===== src/rtl/unidade_pc_pkg.sv =====
// ---------------------------------------------------------------------------
// unidade_pc_pkg
// Shared constants for the program-counter unit with return stack:
//   - pc_control encodings (3-bit next-PC mode select)
//   - width of the absolute jump/call field
// ---------------------------------------------------------------------------
package unidade_pc_pkg;

    localparam int JUMP_W = 26;

    localparam logic [2:0] PC_SEQ    = 3'b000;
    localparam logic [2:0] PC_JUMP   = 3'b001;
    localparam logic [2:0] PC_REG    = 3'b010;
    localparam logic [2:0] PC_BRANCH = 3'b011;
    localparam logic [2:0] PC_CALL   = 3'b100;
    localparam logic [2:0] PC_RET    = 3'b101;
    localparam logic [2:0] PC_HOLD   = 3'b110;

endpackage


===== src/rtl/pilha_retorno.sv =====
// ---------------------------------------------------------------------------
// pilha_retorno
// LIFO return-address stack. A push while full wraps the pointer and
// overwrites the oldest entry; a pop while empty is ignored.
// Ports:
//   clk, rst        clock, synchronous active-high reset (pointer/count only)
//   push, pop       one-cycle strobes, never both asserted together
//   din             address to push
//   dout            current top-of-stack entry (combinational read)
//   count           number of valid entries, 0..STACK_DEPTH
// ---------------------------------------------------------------------------
module pilha_retorno #(
    parameter  int ADDR_W      = 32,
    parameter  int STACK_DEPTH = 8,
    localparam int PTR_W       = $clog2(STACK_DEPTH),
    localparam int CNT_W       = PTR_W + 1
) (
    input  logic              clk,
    input  logic              rst,
    input  logic              push,
    input  logic              pop,
    input  logic [ADDR_W-1:0] din,
    output logic [ADDR_W-1:0] dout,
    output logic [CNT_W-1:0]  count
);

    localparam logic [CNT_W-1:0] CNT_FULL = CNT_W'(STACK_DEPTH);

    logic [ADDR_W-1:0] mem [STACK_DEPTH];
    logic [PTR_W-1:0]  ptr;    // next free slot; top entry sits at ptr-1

    assign dout = mem[ptr - PTR_W'(1)];

    // NOTE: the storage array has no reset; only pointer and count are
    // cleared, which keeps it mappable to plain RAM.
    always_ff @(posedge clk) begin
        if (!rst && push)
            mem[ptr] <= din;
    end

    // NOTE: all sequential state is assigned with <= so every flop samples
    // the pre-edge values, independent of statement order.
    always_ff @(posedge clk) begin
        if (rst) begin
            ptr   <= '0;
            count <= '0;
        end else if (push) begin
            // Power-of-two depth: pointer wraps onto the oldest entry when full.
            ptr <= ptr + PTR_W'(1);
            if (count != CNT_FULL)
                count <= count + CNT_W'(1);
        end else if (pop && count != '0) begin
            ptr   <= ptr - PTR_W'(1);
            count <= count - CNT_W'(1);
        end
    end

endmodule


===== src/rtl/unidade_pc_pilha.sv =====
// ---------------------------------------------------------------------------
// unidade_pc_pilha
// Program-counter unit with a hardware return stack for call/return.
// Ports:
//   clk, rst        clock, synchronous active-high reset
//   en              advance enable (pc and stack hold when low)
//   pc_control      next-PC mode (see unidade_pc_pkg)
//   jump_address    26-bit absolute jump/call field (word address)
//   branch_offset   16-bit signed word offset, relative to pc+PC_STEP
//   reg_address     register-indirect target
//   clr_err         clears sticky error flags (works even with en low)
//   pc              registered program counter
//   stack_empty/full, ovf_err, unf_err   stack status and sticky errors
// Configuration macro UNIDADE_PC_PILHA_TRAP_EN: when defined, stack
// overflow/underflow redirect pc to TRAP_VECTOR and a full push is dropped.
// ---------------------------------------------------------------------------
module unidade_pc_pilha
    import unidade_pc_pkg::*;
#(
    parameter int              ADDR_W      = 32,
    parameter int              STACK_DEPTH = 8,
    parameter int              PC_STEP     = 1,
    parameter logic [ADDR_W-1:0] TRAP_VECTOR = '0
) (
    input  logic              clk,
    input  logic              rst,
    input  logic              en,
    input  logic [2:0]        pc_control,
    input  logic [JUMP_W-1:0] jump_address,
    input  logic [15:0]       branch_offset,
    input  logic [ADDR_W-1:0] reg_address,
    input  logic              clr_err,
    output logic [ADDR_W-1:0] pc,
    output logic              stack_empty,
    output logic              stack_full,
    output logic              ovf_err,
    output logic              unf_err
);

    localparam int CNT_W = $clog2(STACK_DEPTH) + 1;

    logic [ADDR_W-1:0] pc_seq, jump_target, branch_ext, pc_next, stack_top;
    logic [CNT_W-1:0]  count;
    logic              do_call, do_ret, push, ovf_set, unf_set;

    assign pc_seq  = pc + ADDR_W'(PC_STEP);
    assign do_call = en && (pc_control == PC_CALL);
    assign do_ret  = en && (pc_control == PC_RET);
    assign ovf_set = do_call && stack_full;
    assign unf_set = do_ret && stack_empty;

    assign stack_empty = (count == '0);
    assign stack_full  = (count == CNT_W'(STACK_DEPTH));

    // Jump keeps the upper region bits of pc_seq and replaces the low 28.
    always_comb begin
        jump_target       = pc_seq;
        jump_target[27:0] = {jump_address, 2'b00};
    end

    assign branch_ext = {{(ADDR_W-18){branch_offset[15]}}, branch_offset, 2'b00};

`ifdef UNIDADE_PC_PILHA_TRAP_EN
    assign push = do_call && !stack_full;
`else
    assign push = do_call;
    // TRAP_VECTOR has no consumer in this build; fold it away explicitly.
    logic unused_trap;
    assign unused_trap = ^TRAP_VECTOR;
`endif

    // NOTE: pc_next gets a default before the case so no path leaves it
    // unassigned, which would infer a latch.
    always_comb begin
        pc_next = pc_seq;
        case (pc_control)
            PC_JUMP:   pc_next = jump_target;
            PC_REG:    pc_next = reg_address;
            PC_BRANCH: pc_next = pc_seq + branch_ext;
            PC_CALL: begin
                pc_next = jump_target;
`ifdef UNIDADE_PC_PILHA_TRAP_EN
                if (stack_full) pc_next = TRAP_VECTOR;
`endif
            end
            PC_RET: begin
`ifdef UNIDADE_PC_PILHA_TRAP_EN
                pc_next = stack_empty ? TRAP_VECTOR : stack_top;
`else
                pc_next = stack_empty ? pc_seq : stack_top;
`endif
            end
            PC_HOLD:   pc_next = pc;
            default:   pc_next = pc_seq;
        endcase
    end

    always_ff @(posedge clk) begin
        if (rst) begin
            pc      <= '0;
            ovf_err <= 1'b0;
            unf_err <= 1'b0;
        end else begin
            if (en)
                pc <= pc_next;
            // A new error in the same cycle as clr_err wins over the clear.
            ovf_err <= ovf_set | (ovf_err & ~clr_err);
            unf_err <= unf_set | (unf_err & ~clr_err);
        end
    end

    pilha_retorno #(
        .ADDR_W      (ADDR_W),
        .STACK_DEPTH (STACK_DEPTH)
    ) u_pilha (
        .clk   (clk),
        .rst   (rst),
        .push  (push),
        .pop   (do_ret),
        .din   (pc_seq),
        .dout  (stack_top),
        .count (count)
    );

endmodule

===== config.mk =====
export PLATFORM = sky130hd
export DESIGN_NAME = unidade_pc_pilha
export DESIGN_NICKNAME = d
export VERILOG_FILES = /design/src/rtl/unidade_pc_pkg.sv /design/src/rtl/pilha_retorno.sv /design/src/rtl/unidade_pc_pilha.sv
export SDC_FILE = /design/constraint.sdc
export NUM_CORES = 1
export LEC_CHECK = 0
export ABC_AREA = 1
export BUFFER_PORTS_ARGS = -buffer_cell sky130_fd_sc_hd__buf_2
export CAP_MARGIN = 20
export CELL_PAD_IN_SITES_DETAIL_PLACEMENT = 1
export CELL_PAD_IN_SITES_GLOBAL_PLACEMENT = 1
export CORE_MARGIN = 2
export CORE_UTILIZATION = 35
export DETAILED_ROUTE_END_ITERATION = 8
export GPL_TIMING_DRIVEN = 1
export PLACE_DENSITY = 0.71
export SETUP_SLACK_MARGIN = 0.2
export SLEW_MARGIN = 20
export SYNTH_ARGS = -nofsm -noshare
export SYNTH_HDL_FRONTEND = slang
export SYNTH_SLANG_ARGS = --single-unit

===== constraint.sdc =====
create_clock -name clk -period 4.4 [get_ports clk]
set_input_delay 0.22 -clock clk [delete_from_list [all_inputs] [get_ports clk]]
set_output_delay 0.22 -clock clk [all_outputs]
set_load 0.02 [all_outputs]

Yosys cells after proc, flatten, opt, wreduce, memory -nomap -nowiden
Memories as Yosys holds them, arrays and structs flattened.
Cells that the tools add are included.
{"block": "classes", "addsub": 6, "n_eq_ne": 9, "mux": 9, "bitwise": 6, "n_reduce_logical": 13}
{"cell": "32-bit case mux with 5 select lines", "n": 1}
{"cell": "32-bit by 1-bit adder with 32-bit output (second input constant)", "n": 1}
{"cell": "32-bit adder", "n": 1}
{"cell": "32-bit two-way mux", "n": 1}
{"cell": "4-bit two-way mux", "n": 3}
{"cell": "3-bit == test (second input constant)", "n": 3}
{"cell": "3-bit by 2-bit == test with 1-bit output (second input constant)", "n": 2}
{"cell": "1-bit logical AND", "n": 6}
{"cell": "3-bit two-way mux", "n": 2}
{"cell": "4-bit by 1-bit adder with 4-bit output (second input constant)", "n": 1}
{"cell": "4-bit == test (second input constant)", "n": 1}
{"cell": "4-bit zero test", "n": 1}
{"cell": "4-bit inequality test (second input constant)", "n": 1}
{"cell": "2-bit AND reduction", "n": 2}
{"cell": "4-bit nonzero test", "n": 1}
{"cell": "4-bit by 1-bit subtractor with 4-bit output (second input constant)", "n": 1}
{"cell": "3-bit by 1-bit adder with 3-bit output (second input constant)", "n": 1}
{"cell": "3-bit by 1-bit == test with 1-bit output (second input constant)", "n": 1}
{"cell": "3-bit by 1-bit subtractor with 3-bit output (second input constant)", "n": 1}
{"cell": "1-bit AND", "n": 2}
{"cell": "1-bit two-way mux", "n": 2}
{"cell": "2-bit by 1-bit inequality test with 1-bit output (second input constant)", "n": 1}
{"cell": "1-bit inverter", "n": 2}
{"cell": "1-bit bitwise OR", "n": 2}
{"cell": "other kinds (3)", "n": 3}
{"block": "totals", "register_bits": 41, "mem_bits_rw": 256, "in_bits": 81, "output_inout_bits": 36, "wordCells": 49, "n_memories": 1}
{"name": "u_pilha.mem", "depth": 8, "width": 32, "rd": 1, "rd_clocked_by_memory_dff": 0, "wr": 1, "line": "pilha_retorno.sv:29", "rtl": "logic [ADDR_W-1:0] mem [STACK_DEPTH];"}

Depth between registers and ports, before layout
{"block": "logic_depth", "ltp_word": 5, "ltp_mapped": 25, "mapped_depth_nobuf": 25}

Modules after synthesis
A second synthesis with hierarchy kept.
{"block": "hier_totals", "hier_cells": 1889, "area_unflattened_um2": 16340.7}
{"mod": "pilha_retorno", "n_inst": 1, "cells_per_inst": 909, "area_each_um2": 10825.4, "seq_area_each_um2": 7827.5}
{"mod": "unidade_pc_pilha", "n_inst": 1, "cells_per_inst": 980, "area_each_um2": 5515.3, "seq_area_each_um2": 680.7}

Worst setup path after synthesis
No wires, ideal clock.
{"block": "synth_timing", "kind": "reg2reg", "startpoint": "register u_pilha.ptr[0]", "endpoint": "memory u_pilha.mem[1][0] (enable)", "setup_ps": 461, "arrival_ps": 3171, "slack_ps": 768, "path_stages_with_launch": 6, "cell_sequence": "dfxtp_1 buf_4 buf_4 buf_4 nand2_1 nor3_1"}
{"item": "start, declared", "line": "pilha_retorno.sv:30", "rtl": "logic [PTR_W-1:0] ptr;"}
{"item": "start signal, assigned", "line": "pilha_retorno.sv:49", "rtl": "ptr <= ptr + PTR_W'(1);"}
{"item": "start signal, assigned", "line": "pilha_retorno.sv:53", "rtl": "ptr <= ptr - PTR_W'(1);"}
{"item": "end, declared", "line": "pilha_retorno.sv:29"}
Straight into the memory's write port.

Final worst setup path
{"block": "layout_timing", "startpoint": "register pc[1]", "endpoint": "register pc[15]"}
{"block": "layout_via", "elab_chain_cells": 3, "elab_cells_between_ends": 4, "cone_classes": "add/sub: 2; mux: 2"}
{"item": "start, declared", "line": "unidade_pc_pilha.sv:33", "rtl": "output logic [ADDR_W-1:0] pc,"}
{"item": "start signal, assigned", "line": "unidade_pc_pilha.sv:105", "rtl": "pc <= pc_next;"}
{"item": "32-bit by 1-bit adder with 32-bit output", "line": "unidade_pc_pilha.sv:46", "rtl": "assign pc_seq = pc + ADDR_W'(PC_STEP);"}
{"item": "net pc_seq[12]", "line": "unidade_pc_pilha.sv:42", "rtl": "logic [ADDR_W-1:0] pc_seq, jump_target, branch_ext, pc_next, stack_top;"}
{"item": "32-bit adder", "line": "unidade_pc_pilha.sv:79", "rtl": "PC_BRANCH: pc_next = pc_seq + branch_ext;"}
{"item": "32-bit case mux with 5 select lines", "line": "unidade_pc_pilha.sv:76", "rtl": "case (pc_control)"}
The timed path passes the listed nets, and every way through them passes these cells.
A chain may end at the register's enable or synchronous reset.

==> impl_metrics.ini <==
[power]
power_density_mw_per_mm2 = 372.2
p_clk_frac = 0.379
p_int_mw = 4.870
power_switching_mw = 1.853
p_total_mw = 6.723
swShare = 0.2756
leakagePower_nw = 7.298
pwr-share-seq = 0.472
vdd_ir_drop_max_mv = 0.2477
p_comb_frac = 0.149

[timing]
worst_pin_slew_ns = 1.093
fmax_ghz = 0.2504
finClkSkew_ns = 0.01535
finalSetupTns_ns = 0
maxSlewHeadroom = 0.2694
fin_crit_ns = 3.993
rsz0062_at_grt = false
slew_violations = 0
period_share = 0.9076
finalSetupViolCount = 0
final_hold_viol_count = 0

[floorplanning]
die_w_um = 216.6
ios = 117
start_util = 0.3563
num_rows = 77
coreArea_mm2 = 0.04441
die_height_um = 216.6
dieArea_mm2 = 0.04693

[clocking]
cts_htree_levels = 1
cts_made_buffers = 29
path_clk_slew_ns = 0.07
postCtsSetupRepairBufs = 0
cts_root_buf = clkbuf_16
cts_tree = done
worstSkewPairLatency_ns = 0.55
clock-sinks = 297
clockBufferDepth = 3

[place]
dp.final_hpwl_um = 38700
place.gp.congestion = 0.9286
io_buffer_count = 116
post_dp_cell_area_mm2 = 0.01706

[synth]
synth_top_family_by_area = simple AND/OR/NAND/NOR gates
syn_area_mm2 = 0.01583
synth_mux_area_frac = 0.001265
avgSynthCellArea_um2 = 8.997
syn_inst = 1759
yosysUniqueCellTypes = 50
synth-seq-area-share = 0.5376
synthSimpleGateAreaFrac = 0.2089
ys_async_sr_fraction = 0
synth.top_cell.area_share = 0.4858
synth-edff-count = 256
yosys_warnings = 0
yosys_most_used_dff = edfxtp_1
synth_nets = 1884
synth_compound_area_frac = 0.1335
synth_fa_ha_area_frac = 0.03574
yosys.area.top_type = edfxtp_1
synth_seq_cells = 297
ys_top_cells_by_area = edfxtp_1, nand2_1, o21ai_0
synth_xor_area_frac = 0.01281

[global_route]
track_usage = 0.2351
grt_pass1_vias = 13820
antenna_found_initial = 1
grt_max_degree = 102
grt.overflow.total = 0
grt_pass1_wl_um = 83660

[critical_path]
required_ns = 4.84
start_kind = flip-flop
crit_path_max_fanout = 9
cp-end-kind = flip-flop
criticalPathCategory = flip-flop to flip-flop
arrival_ns = 4.43

[detailed_routing]
vias_per_cell = 5.357
first_pass_iters = 5
wire_per_inst_um = 22.38
drc = 0
first_iter_violations = 989
routed_wl_um = 55540
dr_total_vias = 13300
antenna_left = 0

[finish]
nets = 1993
postLayoutCellArea_mm2 = 0.01806
final_core_util = 0.4067
final_layout_size_suffix_gt1_frac = 0.1376
syn_to_final_growth_pct = 14.13
diodes = 0

[run]
cap_violations = 0

[run_status]
status = completed

[min_path]
min-delay-path-class = input port to flip-flop
flip-flops by register name (all words and copies together) (netlist names):
| signal | count |
|---|---|
| ovf_err | 1 |
| pc | 32 |
| u_pilha.count | 4 |
| u_pilha.mem | 256 |
| u_pilha.ptr | 3 |
| unf_err | 1 |
routing by layer:
| metal | track usage | up-vias | wire length (µm) |
|---|---|---|---|
| met5 | 0 | - | 0 |
| met4 | 0.06393 | 0 | 1449 |
| met3 | 0.02119 | 68 | 2579 |
| met2 | 0.4107 | 337 | 26900 |
| met1 | 0.3120 | 6645 | 24610 |
| li1 | - | 6246 | - |
what timing repair did:
| item | in CTS | in global routing |
|---|---|---|
| gates resized for setup | 0 | 1 |
| hold buffers | 3 | 0 |
| hold endpoints to repair | 3 | 0 |
| setup endpoints to repair | 0 | 2 |
synth_stat cells, types with 12 or more instances:
| cell | count |
|---|---|
| nand4_1 | 15 |
| xor2_1 | 16 |
| a21oi_1 | 69 |
| o21bai_1 | 16 |
| nand3_1 | 110 |
| nor2_1 | 218 |
| o21ai_0 | 168 |
| ha_1 | 42 |
| buf_2 | 30 |
| dfxtp_1 | 41 |
| nand2_2 | 12 |
| o211ai_1 | 21 |
| inv_1 | 182 |
| nor3_1 | 20 |
| clkbuf_1 | 25 |
| edfxtp_1 | 256 |
| o21ai_1 | 15 |
| nand2_1 | 348 |
| o221ai_1 | 35 |
| inv_2 | 13 |
stage by stage:
| step | worst slack, ns | hold WS (ns) | std cells |
|---|---|---|---|
| 3_5_place_dp | 0.3584 | 0.4792 | 2426 |
| 6_report | 0.4066 | 0.02659 | 2482 |
| 3_3_place_gp | 0.5485 | 0.4586 | 2426 |
| 5_1_grt | 0.3061 | 0.03604 | 2482 |
| 4_1_cts | 0.3042 | 0.01259 | 2482 |
| 2_1_floorplan | 0.7676 | 0.3683 | 1759 |
cell usage in the layout, fill, tap and decap left out, types with 21 or more instances in the layout:
| cell | n |
|---|---|
| a21oi_1 | 69 |
| buf_2 | 116 |
| buf_4 | 28 |
| clkbuf_16 | 29 |
| dfxtp_1 | 40 |
| edfxtp_1 | 256 |
| ha_1 | 41 |
| inv_1 | 182 |
| nand2_1 | 348 |
| nand3_1 | 110 |
| nor2_1 | 216 |
| o211ai_1 | 21 |
| o21ai_0 | 168 |
| o221ai_1 | 35 |
worst max-delay path: stages (launching register included):
cell	delay (ns)
dfxtp_1	0.42
ha_1	0.25
nand2_1	0.12
nor2_2	0.30
inv_1	0.14
nor2_2	0.28
xor2_1	0.22
inv_1	0.23
ha_1	0.42
nand2_1	0.09
nand2_1	0.08
nand2_1	0.06
nand3_1	0.18
a21oi_1	0.21
nand2_1	0.23
or2_2	0.34
nand3_1	0.07
nand2_1	0.06
o21ai_1	0.13
inv_1	0.05
power by group through the flow:
stage	Clock, mW	Sequential, mW	Combinational, mW
after floorplan	0	3.24	0.603
after global placement	0	3.23	0.964
after detailed placement	0	3.23	0.990
after CTS	2.58	3.17	1.00
after global routing	2.67	3.18	1.11
final	2.55	3.17	1.00
final cells by class:
type / instances / area (µm²)
fillers: 5205 / 26350
clock inverters: 21 / 215.2
well taps: 592 / 740.7
inverters: 196 / 737.0
repair buffers: 148 / 840.8
clock buffers: 32 / 747.0
flip-flops and latches: 297 / 8512
multi-input cells: 1196 / 6269
kinds of logic after synthesis:
| logic type | Yosys count |
|---|---|
| buffers and inverters | 266 |
| multiplexers | 2 |
| AO/OA/AOI/OAI | 360 |
| flip-flops | 297 |
| adder cells (fa/ha/maj) | 44 |
| XOR/XNOR | 21 |
| AND/OR/NAND/NOR | 769 |
worst paths after layout:
check        cells past startpoint  slack [ns]                     startpoint                             to
max                             19        0.41             pc[1]$_SDFFE_PP0P_            pc[15]$_SDFFE_PP0P_
min                              3        0.03                             en             unf_err$_SDFF_PP0_
max reg2reg                     19        0.41             pc[1]$_SDFFE_PP0P_            pc[15]$_SDFFE_PP0P_
min reg2reg                      1        0.49  u_pilha.count[3]$_SDFFE_PP0P_  u_pilha.count[3]$_SDFFE_PP0P_
(Power assumes the default switching activity.)
